$ cat config.mk
export PLATFORM = sky130hd
export DESIGN_NAME = video_timing_gen_flat
export DESIGN_NICKNAME = d
export VERILOG_FILES = /design/src/rtl/vid_timing_pkg.sv /design/src/rtl/video_timing_gen_if.sv /design/src/rtl/video_dither.sv /design/src/rtl/video_timing_gen.sv /design/src/flat_wrapper.sv
export SDC_FILE = /design/constraint.sdc
export NUM_CORES = 1
export LEC_CHECK = 0
export ABC_AREA = 1
export CAP_MARGIN = 20
export CORE_ASPECT_RATIO = 0.75
export CORE_UTILIZATION = 57
export CTS_BUF_LIST = sky130_fd_sc_hd__clkbuf_16
export CTS_CLUSTER_DIAMETER = 50
export DETAILED_ROUTE_END_ITERATION = 12
export PLACE_DENSITY = 0.95
export SYNTH_ARGS = -nofsm -noshare
export SYNTH_HDL_FRONTEND = slang
export SYNTH_SLANG_ARGS = --single-unit
$ cat constraint.sdc
create_clock -name gclk -period 5.75 [get_ports gclk]
set_input_delay 1.15 -clock gclk [delete_from_list [all_inputs] [get_ports gclk]]
set_output_delay 1.15 -clock gclk [all_outputs]
set_load 0.005 [all_outputs]
$ cat src/rtl/vid_timing_pkg.sv
// Shared types and constants for the parametrised CRTC timing generator.
// Default geometry, the shadowed timing set, and the dither phase rule.
package vid_timing_pkg;

    localparam int DOTPU_DEF = 8;
    localparam int HW_DEF    = 8;
    localparam int VW_DEF    = 10;
    localparam int DOT_W     = $clog2(DOTPU_DEF);
    localparam int LBUF_AW   = HW_DEF + DOT_W;

    // Field widths follow the default HW/VW; the top keeps its HW/VW at these defaults.
    typedef struct packed {
        logic [HW_DEF-1:0] htotal;
        logic [HW_DEF-1:0] hsynl;
        logic [HW_DEF-1:0] hvbgn;
        logic [HW_DEF-1:0] hvend;
        logic [VW_DEF-1:0] vtotal;
        logic [VW_DEF-1:0] vsynl;
        logic [VW_DEF-1:0] vvbgn;
        logic [VW_DEF-1:0] vvend;
    } timing_t;

    // Checkerboard in space, inverted every line and every frame.
    function automatic logic dither_phase(input logic sel, input logic par, input logic dot0);
        return sel ^ par ^ dot0;
    endfunction

endpackage

$ cat src/rtl/video_timing_gen_if.sv
// Bundle between the CRTC register file / line buffer and the timing generator.
// There is no valid/ready here: pix_ce is the only qualifier. lbuf_adr is valid on
// every pix_ce, and the line buffer answers with pix_in one pix_ce later.
interface video_timing_gen_if #(
    parameter int DACRES = 4,
    parameter int INRES  = 6,
    parameter int HW     = vid_timing_pkg::HW_DEF,
    parameter int VW     = vid_timing_pkg::VW_DEF,
    parameter int DIVW   = 3,
    parameter int AW     = vid_timing_pkg::LBUF_AW
);
    logic [DIVW-1:0]       ce_div;
    logic [HW-1:0]         htotal;
    logic [HW-1:0]         hsynl;
    logic [HW-1:0]         hvbgn;
    logic [HW-1:0]         hvend;
    logic [VW-1:0]         vtotal;
    logic [VW-1:0]         vsynl;
    logic [VW-1:0]         vvbgn;
    logic [VW-1:0]         vvend;
    logic                  dither_en;
    logic [3*INRES-1:0]    pix_in;

    logic                  pix_ce;
    logic [AW-1:0]         lbuf_adr;
    logic                  lbuf_sel;
    logic                  hsync;
    logic                  vsync;
    logic                  hblank_n;
    logic                  vblank_n;
    logic                  de;
    logic                  hcomp;
    logic                  vcomp;
    logic                  vpstart;
    logic [3*DACRES-1:0]   rgb_out;

    modport master (
        input  ce_div, htotal, hsynl, hvbgn, hvend,
        input  vtotal, vsynl, vvbgn, vvend, dither_en, pix_in,
        output pix_ce, lbuf_adr, lbuf_sel, hsync, vsync, hblank_n, vblank_n,
        output de, hcomp, vcomp, vpstart, rgb_out
    );

    modport slave (
        output ce_div, htotal, hsynl, hvbgn, hvend,
        output vtotal, vsynl, vvbgn, vvend, dither_en, pix_in,
        input  pix_ce, lbuf_adr, lbuf_sel, hsync, vsync, hblank_n, vblank_n,
        input  de, hcomp, vcomp, vpstart, rgb_out
    );

endinterface

$ cat src/rtl/video_dither.sv
// One colour channel: truncate INRES down to DACRES, rounding up on the active
// dither phase when the first dropped bit is set, without wrapping past full scale.
module video_dither #(
    parameter int INRES  = 6,
    parameter int DACRES = 4
) (
    input  logic [INRES-1:0]  i_din,
    input  logic              i_phase,
    output logic [DACRES-1:0] o_dout
);

    logic [DACRES-1:0] w_trunc;
    logic              w_frac;
    logic              w_unused;

    assign w_trunc  = i_din[INRES-1 -: DACRES];
    assign w_frac   = i_din[INRES-DACRES-1];
    assign w_unused = ^i_din;

    assign o_dout = (i_phase && w_frac && (w_trunc != '1)) ? w_trunc + 1'b1 : w_trunc;

endmodule

$ cat src/rtl/video_timing_gen.sv
// Pixel CE divider, H/V counters with frame-boundary shadowing, sync/blank/DE
// decode, line-buffer addressing and a one-CE output pipeline with dithered RGB.
module video_timing_gen
    import vid_timing_pkg::*;
#(
    parameter int DACRES = 4,
    parameter int INRES  = 6,
    parameter int DOTPU  = DOTPU_DEF,
    parameter int HW     = HW_DEF,
    parameter int VW     = VW_DEF,
    parameter int DIVW   = 3
) (
    input  logic             gclk,
    input  logic             rst,
    video_timing_gen_if.master bus
);

    localparam int DW = $clog2(DOTPU);

    timing_t             r_sh;
    logic [DIVW-1:0]     r_div_sh;
    logic [DIVW-1:0]     r_div_cnt;
    logic [DW-1:0]       r_dot;
    logic [HW-1:0]       r_hcnt;
    logic [VW-1:0]       r_vcnt;
    logic                r_lbuf_sel;
    logic                r_frame_par;
    logic                r_hcomp;
    logic                r_vcomp;
    logic                r_vpstart;
    logic                r_hsync;
    logic                r_vsync;
    logic                r_hblank_n;
    logic                r_vblank_n;
    logic                r_de;
    logic [3*DACRES-1:0] r_rgb;

    timing_t             w_timing_in;
    logic                w_pix_ce;
    logic                w_dot_wrap;
    logic                w_line_wrap;
    logic                w_frame_wrap;
    logic [VW-1:0]       w_vcnt_nxt;
    logic [VW-1:0]       w_vvbgn_nxt;
    logic                w_hact;
    logic                w_vact;
    logic [HW-1:0]       w_hrel;
    logic                w_phase;
    logic [3*DACRES-1:0] w_rgb_d;

    assign w_timing_in = '{htotal: bus.htotal, hsynl: bus.hsynl,
                           hvbgn:  bus.hvbgn,  hvend: bus.hvend,
                           vtotal: bus.vtotal, vsynl: bus.vsynl,
                           vvbgn:  bus.vvbgn,  vvend: bus.vvend};

    assign w_pix_ce     = (r_div_cnt == '0);
    assign w_dot_wrap   = (r_dot == DW'(DOTPU - 1));
    assign w_line_wrap  = w_dot_wrap && (r_hcnt >= r_sh.htotal);
    assign w_frame_wrap = w_line_wrap && (r_vcnt >= r_sh.vtotal);
    assign w_vcnt_nxt   = w_frame_wrap ? '0 : r_vcnt + 1'b1;
    // On the frame wrap the new shadow lands on the same edge, so compare against it.
    assign w_vvbgn_nxt  = w_frame_wrap ? bus.vvbgn : r_sh.vvbgn;

    assign w_hact  = (r_hcnt >= r_sh.hvbgn) && (r_hcnt < r_sh.hvend);
    assign w_vact  = (r_vcnt >= r_sh.vvbgn) && (r_vcnt < r_sh.vvend);
    assign w_hrel  = r_hcnt - r_sh.hvbgn;
    assign w_phase = bus.dither_en && dither_phase(r_lbuf_sel, r_frame_par, r_dot[0]);

    for (genvar c = 0; c < 3; c++) begin : g_ch
        video_dither #(.INRES(INRES), .DACRES(DACRES)) u_dither (
            .i_din   (bus.pix_in[c*INRES +: INRES]),
            .i_phase (w_phase),
            .o_dout  (w_rgb_d[c*DACRES +: DACRES])
        );
    end

    always_ff @(posedge gclk) begin
        if (rst) begin
            r_sh        <= w_timing_in;
            r_div_sh    <= bus.ce_div;
            r_div_cnt   <= '0;
            r_dot       <= '0;
            r_hcnt      <= '0;
            r_vcnt      <= '0;
            r_lbuf_sel  <= 1'b0;
            r_frame_par <= 1'b0;
            r_hcomp     <= 1'b0;
            r_vcomp     <= 1'b0;
            r_vpstart   <= 1'b0;
            r_hsync     <= 1'b0;
            r_vsync     <= 1'b0;
            r_hblank_n  <= 1'b0;
            r_vblank_n  <= 1'b0;
            r_de        <= 1'b0;
            r_rgb       <= '0;
        end else begin
            r_div_cnt <= (r_div_cnt >= r_div_sh) ? '0 : r_div_cnt + 1'b1;
            r_hcomp   <= w_pix_ce && w_line_wrap;
            r_vcomp   <= w_pix_ce && w_frame_wrap;
            r_vpstart <= w_pix_ce && w_line_wrap && (w_vcnt_nxt == w_vvbgn_nxt);
            if (w_pix_ce) begin
                // DOTPU is a power of two, so the dot counter wraps by itself.
                r_dot <= r_dot + 1'b1;
                if (w_dot_wrap) begin
                    if (r_hcnt >= r_sh.htotal) begin
                        r_hcnt     <= '0;
                        r_vcnt     <= w_vcnt_nxt;
                        r_lbuf_sel <= ~r_lbuf_sel;
                        if (w_frame_wrap) begin
                            r_frame_par <= ~r_frame_par;
                            r_sh        <= w_timing_in;
                            r_div_sh    <= bus.ce_div;
                        end
                    end else begin
                        r_hcnt <= r_hcnt + 1'b1;
                    end
                end
                r_hsync    <= (r_hcnt < r_sh.hsynl);
                r_vsync    <= (r_vcnt < r_sh.vsynl);
                r_hblank_n <= w_hact;
                r_vblank_n <= w_vact;
                r_de       <= w_hact && w_vact;
                r_rgb      <= (w_hact && w_vact) ? w_rgb_d : '0;
            end
        end
    end

    assign bus.pix_ce   = w_pix_ce;
    assign bus.lbuf_adr = w_hact ? {w_hrel, r_dot} : '0;
    assign bus.lbuf_sel = r_lbuf_sel;
    assign bus.hsync    = r_hsync;
    assign bus.vsync    = r_vsync;
    assign bus.hblank_n = r_hblank_n;
    assign bus.vblank_n = r_vblank_n;
    assign bus.de       = r_de;
    assign bus.hcomp    = r_hcomp;
    assign bus.vcomp    = r_vcomp;
    assign bus.vpstart  = r_vpstart;
    assign bus.rgb_out  = r_rgb;

endmodule

$ cat src/flat_wrapper.sv
// flat-port wrapper written by rule: the top's interface ports become plain ports
module video_timing_gen_flat import vid_timing_pkg::*;
#(
    parameter int DACRES = 4,
    parameter int INRES  = 6,
    parameter int DOTPU  = DOTPU_DEF,
    parameter int HW     = HW_DEF,
    parameter int VW     = VW_DEF,
    parameter int DIVW   = 3
)
  (gclk, rst, bus_ce_div, bus_htotal, bus_hsynl, bus_hvbgn, bus_hvend, bus_vtotal, bus_vsynl, bus_vvbgn, bus_vvend, bus_dither_en, bus_pix_in, bus_pix_ce, bus_lbuf_adr, bus_lbuf_sel, bus_hsync, bus_vsync, bus_hblank_n, bus_vblank_n, bus_de, bus_hcomp, bus_vcomp, bus_vpstart, bus_rgb_out);
  video_timing_gen_if #(.DACRES(DACRES), .INRES(INRES), .HW(HW), .VW(VW), .DIVW(DIVW), .AW(11)) bus_i ();
  input  logic gclk;
  input  logic rst;
  input wire logic [$bits(bus_i.ce_div)-1:0] bus_ce_div;
  input wire logic [$bits(bus_i.htotal)-1:0] bus_htotal;
  input wire logic [$bits(bus_i.hsynl)-1:0] bus_hsynl;
  input wire logic [$bits(bus_i.hvbgn)-1:0] bus_hvbgn;
  input wire logic [$bits(bus_i.hvend)-1:0] bus_hvend;
  input wire logic [$bits(bus_i.vtotal)-1:0] bus_vtotal;
  input wire logic [$bits(bus_i.vsynl)-1:0] bus_vsynl;
  input wire logic [$bits(bus_i.vvbgn)-1:0] bus_vvbgn;
  input wire logic [$bits(bus_i.vvend)-1:0] bus_vvend;
  input wire logic [$bits(bus_i.dither_en)-1:0] bus_dither_en;
  input wire logic [$bits(bus_i.pix_in)-1:0] bus_pix_in;
  output wire logic [$bits(bus_i.pix_ce)-1:0] bus_pix_ce;
  output wire logic [$bits(bus_i.lbuf_adr)-1:0] bus_lbuf_adr;
  output wire logic [$bits(bus_i.lbuf_sel)-1:0] bus_lbuf_sel;
  output wire logic [$bits(bus_i.hsync)-1:0] bus_hsync;
  output wire logic [$bits(bus_i.vsync)-1:0] bus_vsync;
  output wire logic [$bits(bus_i.hblank_n)-1:0] bus_hblank_n;
  output wire logic [$bits(bus_i.vblank_n)-1:0] bus_vblank_n;
  output wire logic [$bits(bus_i.de)-1:0] bus_de;
  output wire logic [$bits(bus_i.hcomp)-1:0] bus_hcomp;
  output wire logic [$bits(bus_i.vcomp)-1:0] bus_vcomp;
  output wire logic [$bits(bus_i.vpstart)-1:0] bus_vpstart;
  output wire logic [$bits(bus_i.rgb_out)-1:0] bus_rgb_out;
  assign bus_i.ce_div = bus_ce_div;
  assign bus_i.htotal = bus_htotal;
  assign bus_i.hsynl = bus_hsynl;
  assign bus_i.hvbgn = bus_hvbgn;
  assign bus_i.hvend = bus_hvend;
  assign bus_i.vtotal = bus_vtotal;
  assign bus_i.vsynl = bus_vsynl;
  assign bus_i.vvbgn = bus_vvbgn;
  assign bus_i.vvend = bus_vvend;
  assign bus_i.dither_en = bus_dither_en;
  assign bus_i.pix_in = bus_pix_in;
  assign bus_pix_ce = bus_i.pix_ce;
  assign bus_lbuf_adr = bus_i.lbuf_adr;
  assign bus_lbuf_sel = bus_i.lbuf_sel;
  assign bus_hsync = bus_i.hsync;
  assign bus_vsync = bus_i.vsync;
  assign bus_hblank_n = bus_i.hblank_n;
  assign bus_vblank_n = bus_i.vblank_n;
  assign bus_de = bus_i.de;
  assign bus_hcomp = bus_i.hcomp;
  assign bus_vcomp = bus_i.vcomp;
  assign bus_vpstart = bus_i.vpstart;
  assign bus_rgb_out = bus_i.rgb_out;
  video_timing_gen #(.DACRES(DACRES), .INRES(INRES), .DOTPU(DOTPU), .HW(HW), .VW(VW), .DIVW(DIVW)) u_core (.gclk(gclk), .rst(rst), .bus(bus_i));
endmodule
### After elaboration in Yosys (flattened, before gate mapping)

Index checks and enable logic that the tools add are counted.

| storage, ports and cells | value |
|---|---|
| flip-flop bits (word level) | 121 |
| latch bits | 0 |
| RAM bits | 0 |
| bits in read-only memories | 0 |
| input port bits | 96 |
| output and inout bits | 33 |
| word-level logic and storage cells | 93 |
| memories kept | 0 |

| cells by class | value |
|---|---|
| $add $sub $neg | 8 |
| multiply operators | 0 |
| div/mod/pow operators | 0 |
| $lt $le $gt $ge | 9 |
| equality and inequality tests | 5 |
| shifts and indexed selects | 0 |
| mux-type cells | 18 |
| bitwise logic cells | 4 |
| reductions and logical operators | 25 |

Operators with widths:

| operator | number |
|---|---|
| 72-bit two-way mux | 5 |
| 10-bit >= comparator | 2 |
| 10-bit < comparator | 2 |
| 10-bit two-way mux | 2 |
| 8-bit >= comparator | 2 |
| 8-bit < comparator | 2 |
| 1-bit logical AND | 15 |
| 3-bit two-way mux | 5 |
| 4-bit by 1-bit adder with 4-bit output, second input constant | 3 |
| 12-bit two-way mux | 1 |
| 4-bit two-way mux | 3 |
| 4-bit inequality test, second input constant | 3 |
| 11-bit two-way mux | 1 |
| 10-bit by 1-bit adder with 10-bit output, second input constant | 1 |
| 10-bit equality test | 1 |
| 8-bit by 1-bit adder with 8-bit output, second input constant | 1 |
| 8-bit two-way mux | 1 |
| 4-bit AND reduction | 2 |
| 2-bit nonzero test | 4 |
| 8-bit subtractor | 1 |
| 3-bit by 1-bit adder with 3-bit output, second input constant | 2 |
| 3-bit equality test, second input constant | 1 |
| 3-bit >= comparator | 1 |
| 3-bit logical NOT | 1 |
| other kinds (5) | 7 |

### Longest topological paths before layout

Gate-level depths: netlist (run 1).

| logic depth | value |
|---|---|
| depth in word-level cells | 8 |
| depth in mapped cells | 18 |
| gate-level depth less buffers | 18 |

### By module

Synthesis (run 1) repeated with hierarchy kept, for this count alone.

| unflattened totals | value |
|---|---|
| cell total of the unflattened synthesis | 784 |
| area, all modules | 6934.2 um^2 |

By module, submodules not included:

| module | instances | cells an instance | area an instance (um^2) | seq. area each (um^2) |
|---|---|---|---|---|
| video_timing_gen | 1 | 712 | 6566.3 | 3173.0 |
| video_dither | 3 | 24 | 122.6 | 0.0 |

### Worst setup path after synthesis (run 1)

Ideal clock, no wire load.

| timing | value |
|---|---|
| path type | reg2reg |
| from | reg u_core.r_vcnt[0] |
| to | reg u_core.r_div_sh[0] (enable) |
| setup time | 436 ps |
| arrival | 3117 ps |
| data required time | 5314 ps |
| setup slack | 2196 ps |
| stages on the path, launching flop included | 14 |
| buffers on the path | 1 |
| clock period less this slack | 3554 ps |
| cells stage by stage | dfxtp_1 > inv_1 > ha_1 > inv_1 > nand2_1 > nand2_1 > nand2_1 > nand3_1 > nand3_2 > nand3_4 > buf_4 > nor2_1 > inv_1 > nand2_1 |

| between the ends | value |
|---|---|
| cells in the longest elaborated chain, start to end | 4 |

Ends and longest elaborated chain:

| what | line | text |
|---|---|---|
| from (decl) | video_timing_gen.sv:25 | `logic [VW-1:0] r_vcnt;` |
| from (signal assigned) | video_timing_gen.sv:107 | `r_vcnt <= w_vcnt_nxt;` |
| 10-bit >= comparator | video_timing_gen.sv:59 | `assign w_frame_wrap = w_line_wrap && (r_vcnt >= r_sh.vtotal);` |
| 1-bit logical AND | video_timing_gen.sv:59 |  |
| 2-bit nonzero test (no source line) | - |  |
| 4-bit AND reduction (no source line) | - |  |
| to (signal assigned) | video_timing_gen.sv:80 | `r_div_sh <= bus.ce_div;` |
| to (signal assigned) | video_timing_gen.sv:112 | `r_div_sh <= bus.ce_div;` |
| to (decl) | video_timing_gen.sv:21 | `logic [DIVW-1:0] r_div_sh;` |

No other way between the ends.
A chain may end at the register's enable or synchronous reset.

### Final worst setup path (run 1)

| timing | value |
|---|---|
| from | reg u_core.r_hcnt[0] |
| to | out bus_lbuf_adr[5] |

| between the ends | value |
|---|---|
| cells in the longest elaborated chain, start to end | 3 |
| elaborated cells on any way between the ends | 5 |
| those cells by class | 1 x add/sub; 2 x order compare; 1 x mux; 1 x reduce/logical |

Ends and longest elaborated chain:

| what | line | text |
|---|---|---|
| from (decl) | video_timing_gen.sv:24 | `logic [HW-1:0] r_hcnt;` |
| from (signal assigned) | video_timing_gen.sv:115 | `r_hcnt <= r_hcnt + 1'b1;` |
| 8-bit >= comparator or 8-bit < comparator (tied branches) | video_timing_gen.sv:64 | `assign w_hact = (r_hcnt >= r_sh.hvbgn) && (r_hcnt < r_sh.hvend);` |
| 1-bit logical AND | video_timing_gen.sv:64 |  |
| 11-bit two-way mux * | video_timing_gen.sv:129 | `assign bus.lbuf_adr = w_hact ? {w_hrel, r_dot} : '0;` |
| to (decl) | flat_wrapper.sv:27 | `output wire logic [$bits(bus_i.lbuf_adr)-1:0] bus_lbuf_adr;` |

Mark *: on every way between the ends. The rest lies on a longest branch, timed or not.

==> metrics, run 1 <==
status complete, no violations; worst reg2reg startpoint u_core.r_vcnt[0]; die height between 90 and 100 µm; CTS tree yes; DRT Pass-1 Iters 5; die area roughly 12000 µm²; max cap viols 0; DRT Wirelength 16.57 mm; Cell Count, Final, Fillers Out between 1000 and 1500; Setup TNS Final 0 ns; Area growth syn-to-layout 29.58%; #FFs+latches synth between 100 and 150; Stages on worst setup path 12; endpoints failing hold 0; Cell Rows 34; CTS Root Cell clkbuf_16; Reg2Reg Setup Slack around 2.6 ns; top cell type by total area after synthesis edfxtp_1; Crit. End Element output port; gr usage total roughly 28%; crit-path cells inv_1 > ha_1 > inv_1 > fa_1 > nand2_1 > nand2_1 > o21ai_2 > or2_1 > o2111ai_2 > nand3_4 > nor3b_1 > clkdlybuf4s50_1; Netlist cell types between 40 and 50; 1st-iter DRT viols about 480; CTS sink cnt approximately 120; Ant. Diodes 0; Slew Limit Fails 0; # nets final 1068; LEAKAGE 0.004080 µW; core area 11610 µm²; Critical Path Sink bus_lbuf_adr[5]; post-CTS setup buffer count 0; CP Launch Point u_core.r_hcnt[0]; Inst Count DP just over 1000; die width ~130 µm; Vias approximately 5800; share of cells above drive strength 1 4.867%; total gr overflow 0; Worst-Skew Late Latency 0.42 ns; Synth Instances 757; delay of the slowest critical-path stage approximately 0.54 ns; Slew HR between 30% and 40%; crit share post-route 72.71%; Slew @ Worst Pin between 1 and 1.5 ns; fillers a little under 800; largest net degree at the start of global routing 77; first-pass GRT wire length between 20 and 30 mm; Power Dens Cells about 270 nW/µm²; GPL Wtd Cong a little under 0.9; Post-Syn Area 6810 µm²; reg2reg end u_core.r_sh[25]; I/O pin count 129; DR DRC count 0; post-detailed-route count of antenna-violating nets 0; CP arrival approximately 3 ns; CTS Hold Bufs 0; top cells by area, synth edfxtp_1, ha_1, dfxtp_1, inv_1, nand2_1; clock buffer depth 2; post-synth top area share between 30% and 40%; min cycle time layout 4.181 ns; YS warnings 0; crit path max-delay cell type clkdlybuf4s50_1; Resize count post-CTS 0; I/O Buffers 125; Final Setup Violations 0; sequential area share after synthesis between 40% and 50%; Synth async-reset ratio 0%; CP max FO 13; EDFF count, synth 75; f_max roughly 240 MHz; ys flop type edfxtp_1; clock transition at the registers of the reported paths roughly 0.050 ns; initial antenna violation count 0; vias per inst about 5.4; DP HPWL approximately 11 mm; syn nets between 900 and 1000; RSZ-0062 raised after global routing false; Setup Skew between 0.007 and 0.008 ns; htree depth 4; hold crit path type reg2reg; wire per inst about 16 µm; Startpoint Class flip-flop; Req. time, crit path between 4 and 5 ns; WP buf/inv 3; vias in the first global route a little under 6000; worst reg-to-reg path cell count 12; CP delay by family, top simple AND/OR/NAND/NOR gates; CTS Buf Count 17; starting density of the core between 50% and 60%; critical path type reg2out; Power Total approximately 2400 µW; mean area per synthesized cell around 9 µm²; Peak VDD IR ~0.22 mV
flip-flops by register name (all words and copies together), names as in the netlist:
register             cells
u_core.r_sh             72
u_core.bus.rgb_out      12
u_core.r_vcnt           10
u_core.r_hcnt            8
u_core.r_div_cnt         3
u_core.r_div_sh          3
u_core.r_dot             3
u_core.bus.de            1
u_core.bus.hblank_n      1
u_core.bus.hcomp         1
u_core.bus.hsync         1
u_core.bus.lbuf_sel      1
u_core.bus.vblank_n      1
u_core.bus.vcomp         1
u_core.bus.vpstart       1
u_core.bus.vsync         1
u_core.r_frame_par       1
final cells by class:
type,count,area [µm²],share of cell area [%]
inverter,144,540.5,6.125
clock inverter,15,175.2,1.985
multi-input combinational,480,3042,34.47
timing repair buffer,127,1266,14.35
sequential,121,3173,35.96
clock buffer,17,425.4,4.821
tap,162,202.7,2.297
synth_stat cells (all sizes together) (7+ instances only):
library cell	instances
o21ai	19
inv	144
a21oi	51
nand3	47
nand2	142
ha	80
xnor2	11
nand4	18
buf	7
nor3	9
nor2	51
edfxtp	75
dfxtp	46
xor2	12
stage by stage:
| stage | area [µm²] | setup WS (ns) | hold WS [ns] | utilization (%) |
|---|---|---|---|---|
| after floorplan | 6810 | 2.196 | 0.4173 | - |
| final | 8825 | 1.569 | 0.4568 | 75.99 |
| after global routing | 8825 | 1.401 | 0.4845 | 75.99 |
| after detailed placement | 8224 | 2.045 | 0.4476 | 70.81 |
| after global placement | 8224 | 2.138 | 0.4308 | 70.81 |
| after CTS | 8825 | 1.601 | 0.4545 | 75.99 |
power breakdown:
group	leakage, µW	total [µW]	switching [µW]	internal (µW)
logic	0.00269	300	166	133
clock network	0.000287	1080	404	681
registers	0.00111	995	20.6	975
how the worst min path moves through the flow:
stage                              startpoint                   to  cells past startpoint  slack (ns)
after floorplan           u_core.r_div_cnt[0]  u_core.r_div_cnt[0]                      1        0.42
after global placement    u_core.r_div_cnt[0]  u_core.r_div_cnt[0]                      1        0.43
after detailed placement  u_core.r_div_cnt[0]  u_core.r_div_cnt[0]                      1        0.45
after CTS                 u_core.r_div_cnt[0]  u_core.r_div_cnt[0]                      1        0.45
after global routing         u_core.bus.vsync     u_core.bus.vsync                      2        0.48
final                     u_core.r_div_cnt[0]  u_core.r_div_cnt[0]                      1        0.46
routing by layer:
metal  up-vias  track usage [%]  wire (µm)
li1       2791                -          -
met1      2670            36.36       6955
met2       261            47.23       7862
met3        31            6.250       1450
met4         0            9.321        296
met5         -                0          0
cells by family after synthesis:
logic type               count (synthesis)  synth area share, %
XOR/XNOR                                23                2.958
buffers and inverters                  156                8.855
AND/OR/NAND/NOR                        279                18.28
multiplexers                             2               0.2940
adder cells (fa/ha/maj)                 81                14.99
AO/OA/AOI/OAI                           95                8.029
flip-flops                             121                46.59
cell usage in the layout (no fill, tap or decap), types with 3 or more instances in the layout:
cell and n:
clkdlybuf4s50_1 125, clkinv_2 3, clkinvlp_4 3, nor2_1 49, o211ai_1 5, a21oi_1 51
edfxtp_1 75, xor2_1 12, nand3_1 44, nor3b_1 5, xnor2_1 11, inv_1 143
bufinv_16 3, nand2_1 139, ha_1 80, o21ai_0 18, nand4_1 18, dfxtp_1 46
clkinv_4 3, o22ai_1 5, nor3_1 9, clkbuf_16 17, o21a_1 4
Note: power is estimated with default switching activity, not from simulation.
==> run 2, diff against run 1 <==
--- a/config.mk
+++ b/config.mk
@@ -8,11 +8,11 @@
 export ABC_AREA = 1
 export CAP_MARGIN = 20
 export CORE_ASPECT_RATIO = 0.75
-export CORE_UTILIZATION = 57
+export CORE_UTILIZATION = 48
 export CTS_BUF_LIST = sky130_fd_sc_hd__clkbuf_16
 export CTS_CLUSTER_DIAMETER = 50
 export DETAILED_ROUTE_END_ITERATION = 12
-export PLACE_DENSITY = 0.95
+export PLACE_DENSITY = 0.87
 export SYNTH_ARGS = -nofsm -noshare
 export SYNTH_HDL_FRONTEND = slang
 export SYNTH_SLANG_ARGS = --single-unit
==> constraint.sdc (replaced) <==
create_clock -name gclk -period 3.8 [get_ports gclk]
set_input_delay 0.76 -clock gclk [delete_from_list [all_inputs] [get_ports gclk]]
set_output_delay 0.76 -clock gclk [all_outputs]
set_load 0.005 [all_outputs]
==> metrics, run 2 (synthesis gave the netlist of run 1 again) <==
status complete, no violations; Peak VDD IR 0.3329 mV; most frequent cells in the layout inv_1, nand2_1, clkdlybuf4s50_1; Worst-Skew Late Latency between 0.4 and 0.5 ns; Slew @ Worst Pin roughly 0.6 ns; RSZ-0062 raised after global routing false; vias per inst a little over 5; LEAKAGE 0.004097 µW; die width about 140 µm; min cycle time layout roughly 3.6 ns; Slew HR ~60%; Area growth syn-to-layout 30.17%; critical path type reg2out; Slew Limit Fails 0; # nets final roughly 1100; total gr overflow 0; DR DRC count 0; die area roughly 15000 µm²; hold worst-path end u_core.r_div_cnt[0]; Largest Register u_core.r_sh; I/O Buffers 125; GPL Wtd Cong ~0.87; Setup Skew 0.01374 ns; CTS sink cnt about 120; Power Dens Cells slightly below 400 nW/µm²; reg2reg end u_core.r_sh[33]; Vias between 5000 and 6000; CP Launch Point u_core.r_hcnt[0]; hold_sp u_core.r_div_cnt[0]; Startpoint Class flip-flop; worst reg-to-reg path cell count 13; Final Setup Violations 0; crit share post-route a little over nine tenths; worst hold path stage count 1; vias in the first global route between 5000 and 6000; Reg2Reg Setup Slack 0.93 ns; I/O pin count 129; f_max ~280 MHz; CP max FO 6; CTS Buf Count 17; hold crit path type reg2reg; Setup TNS Final 0 ns; CTS tree yes; largest net degree at the start of global routing 57; clock transition at the registers of the reported paths 0.05 ns; endpoints failing hold 0; post-detailed-route count of antenna-violating nets 0; core area 13800 µm²; CTS Hold Bufs 0; starting density of the core 49.37%; max FFs per register slightly above 70; Ant. Diodes 0; DP HPWL between 10 and 15 mm; Crit. End Element output port; Cell Rows 37; gr usage total between 20 and 25%; wire per inst roughly 15 µm; first-pass GRT wire length approximately 26 mm; pre-CTS setup slack around 0.54 ns; CP arrival about 2.8 ns; Finished Core Util between 60% and 70%; share of cells above drive strength 1 about 5.8%; CTS Root Cell clkbuf_16; DRT Pass-1 Iters 6; DR WL met2 roughly 7.3 mm; Req. time, crit path around 3 ns; clock buffer depth 2; max cap viols 0; worst setup margin roughly 0.21 ns; top sig layer met4; worst reg2reg startpoint u_core.r_vcnt[0]; htree depth 4; commonest non-fill, non-tap cell in the layout inv_1; DRT Wirelength 15.93 mm; die height between 100 and 150 µm; metal3 WL about 1.2 mm; wl on met1 around 7 mm; 1st-iter DRT viols 381; initial antenna violation count 0
-- run 2: changes by cell type in the layout (fill, tap and decap cells not counted) --
cell,previous run,this run
nand3_2,1,2
buf_12,0,1
nor3b_1,5,3
bufinv_16,3,1
buf_4,2,6
nor3b_2,0,2
inv_6,2,3
inv_2,1,2
dfxtp_1,46,45
dfxtp_2,0,1
-- run 2: layout make-up --
cell class,count,area [µm²]
clock inverters,15,127.6
flip-flops and latches,121,3174
multi-input cells,481,3062
fillers,1129,4931
clock buffers,17,425.4
repair buffers,132,1316
inverters,144,540.5
well taps,175,219.0
-- run 2: how the worst max path moves through the flow --
stage,cells after the start,slack [ns],end
finish,12,0.21,bus_lbuf_adr[0]
global route,12,0.02,bus_lbuf_adr[6]
CTS,12,0.10,bus_lbuf_adr[5]
detailed placement,12,0.54,bus_lbuf_adr[5]
global placement,12,0.60,bus_lbuf_adr[5]
floorplan,13,0.25,u_core.r_div_sh[0]
-- run 2: metrics by stage --
| step | hold slack, ns | total power, µW | instance area, µm² | cells |
|---|---|---|---|---|
| after detailed placement | 0.4465 | 1985 | 8290 | 1052 |
| after floorplan | 0.4173 | 1768 | 6810 | 757 |
| after global placement | 0.4326 | 1964 | 8290 | 1052 |
| after CTS | 0.4537 | 3504 | 8843 | 1084 |
| after global routing | 0.4843 | 3638 | 8865 | 1085 |
| final | 0.4581 | 3473 | 8865 | 1085 |
-- run 2: repair_timing --
item | CTS | global route
buffers inserted | 0 | 0
endpoints found under the setup margin | 0 | 6
resized for setup | 0 | 4
-- run 2: where the power goes --
| part | internal [µW] | switching (µW) | total [µW] |
|---|---|---|---|
| combinational | 208 | 249 | 457 |
| sequential | 1470 | 29.2 | 1500 |
| clock | 898 | 615 | 1510 |
-- run 2: critical path, cell delays in order, from the launching register on --
cell and delay, ns:
dfxtp_1 0.35, inv_2 0.09, ha_1 0.20, inv_1 0.08, fa_1 0.19, nand2_1 0.08, nand2_1 0.09, o21ai_2 0.08
or2_1 0.23, o2111ai_2 0.12, nand3_2 0.24, nor2_1 0.15, clkdlybuf4s50_1 0.53
-- run 2: routing by layer --
metal	up-vias	GRT usage, %
met4	0	7.692
met3	17	4.858
li1	2805	-
met2	222	36.18
met1	2523	31.26
met5	-	0
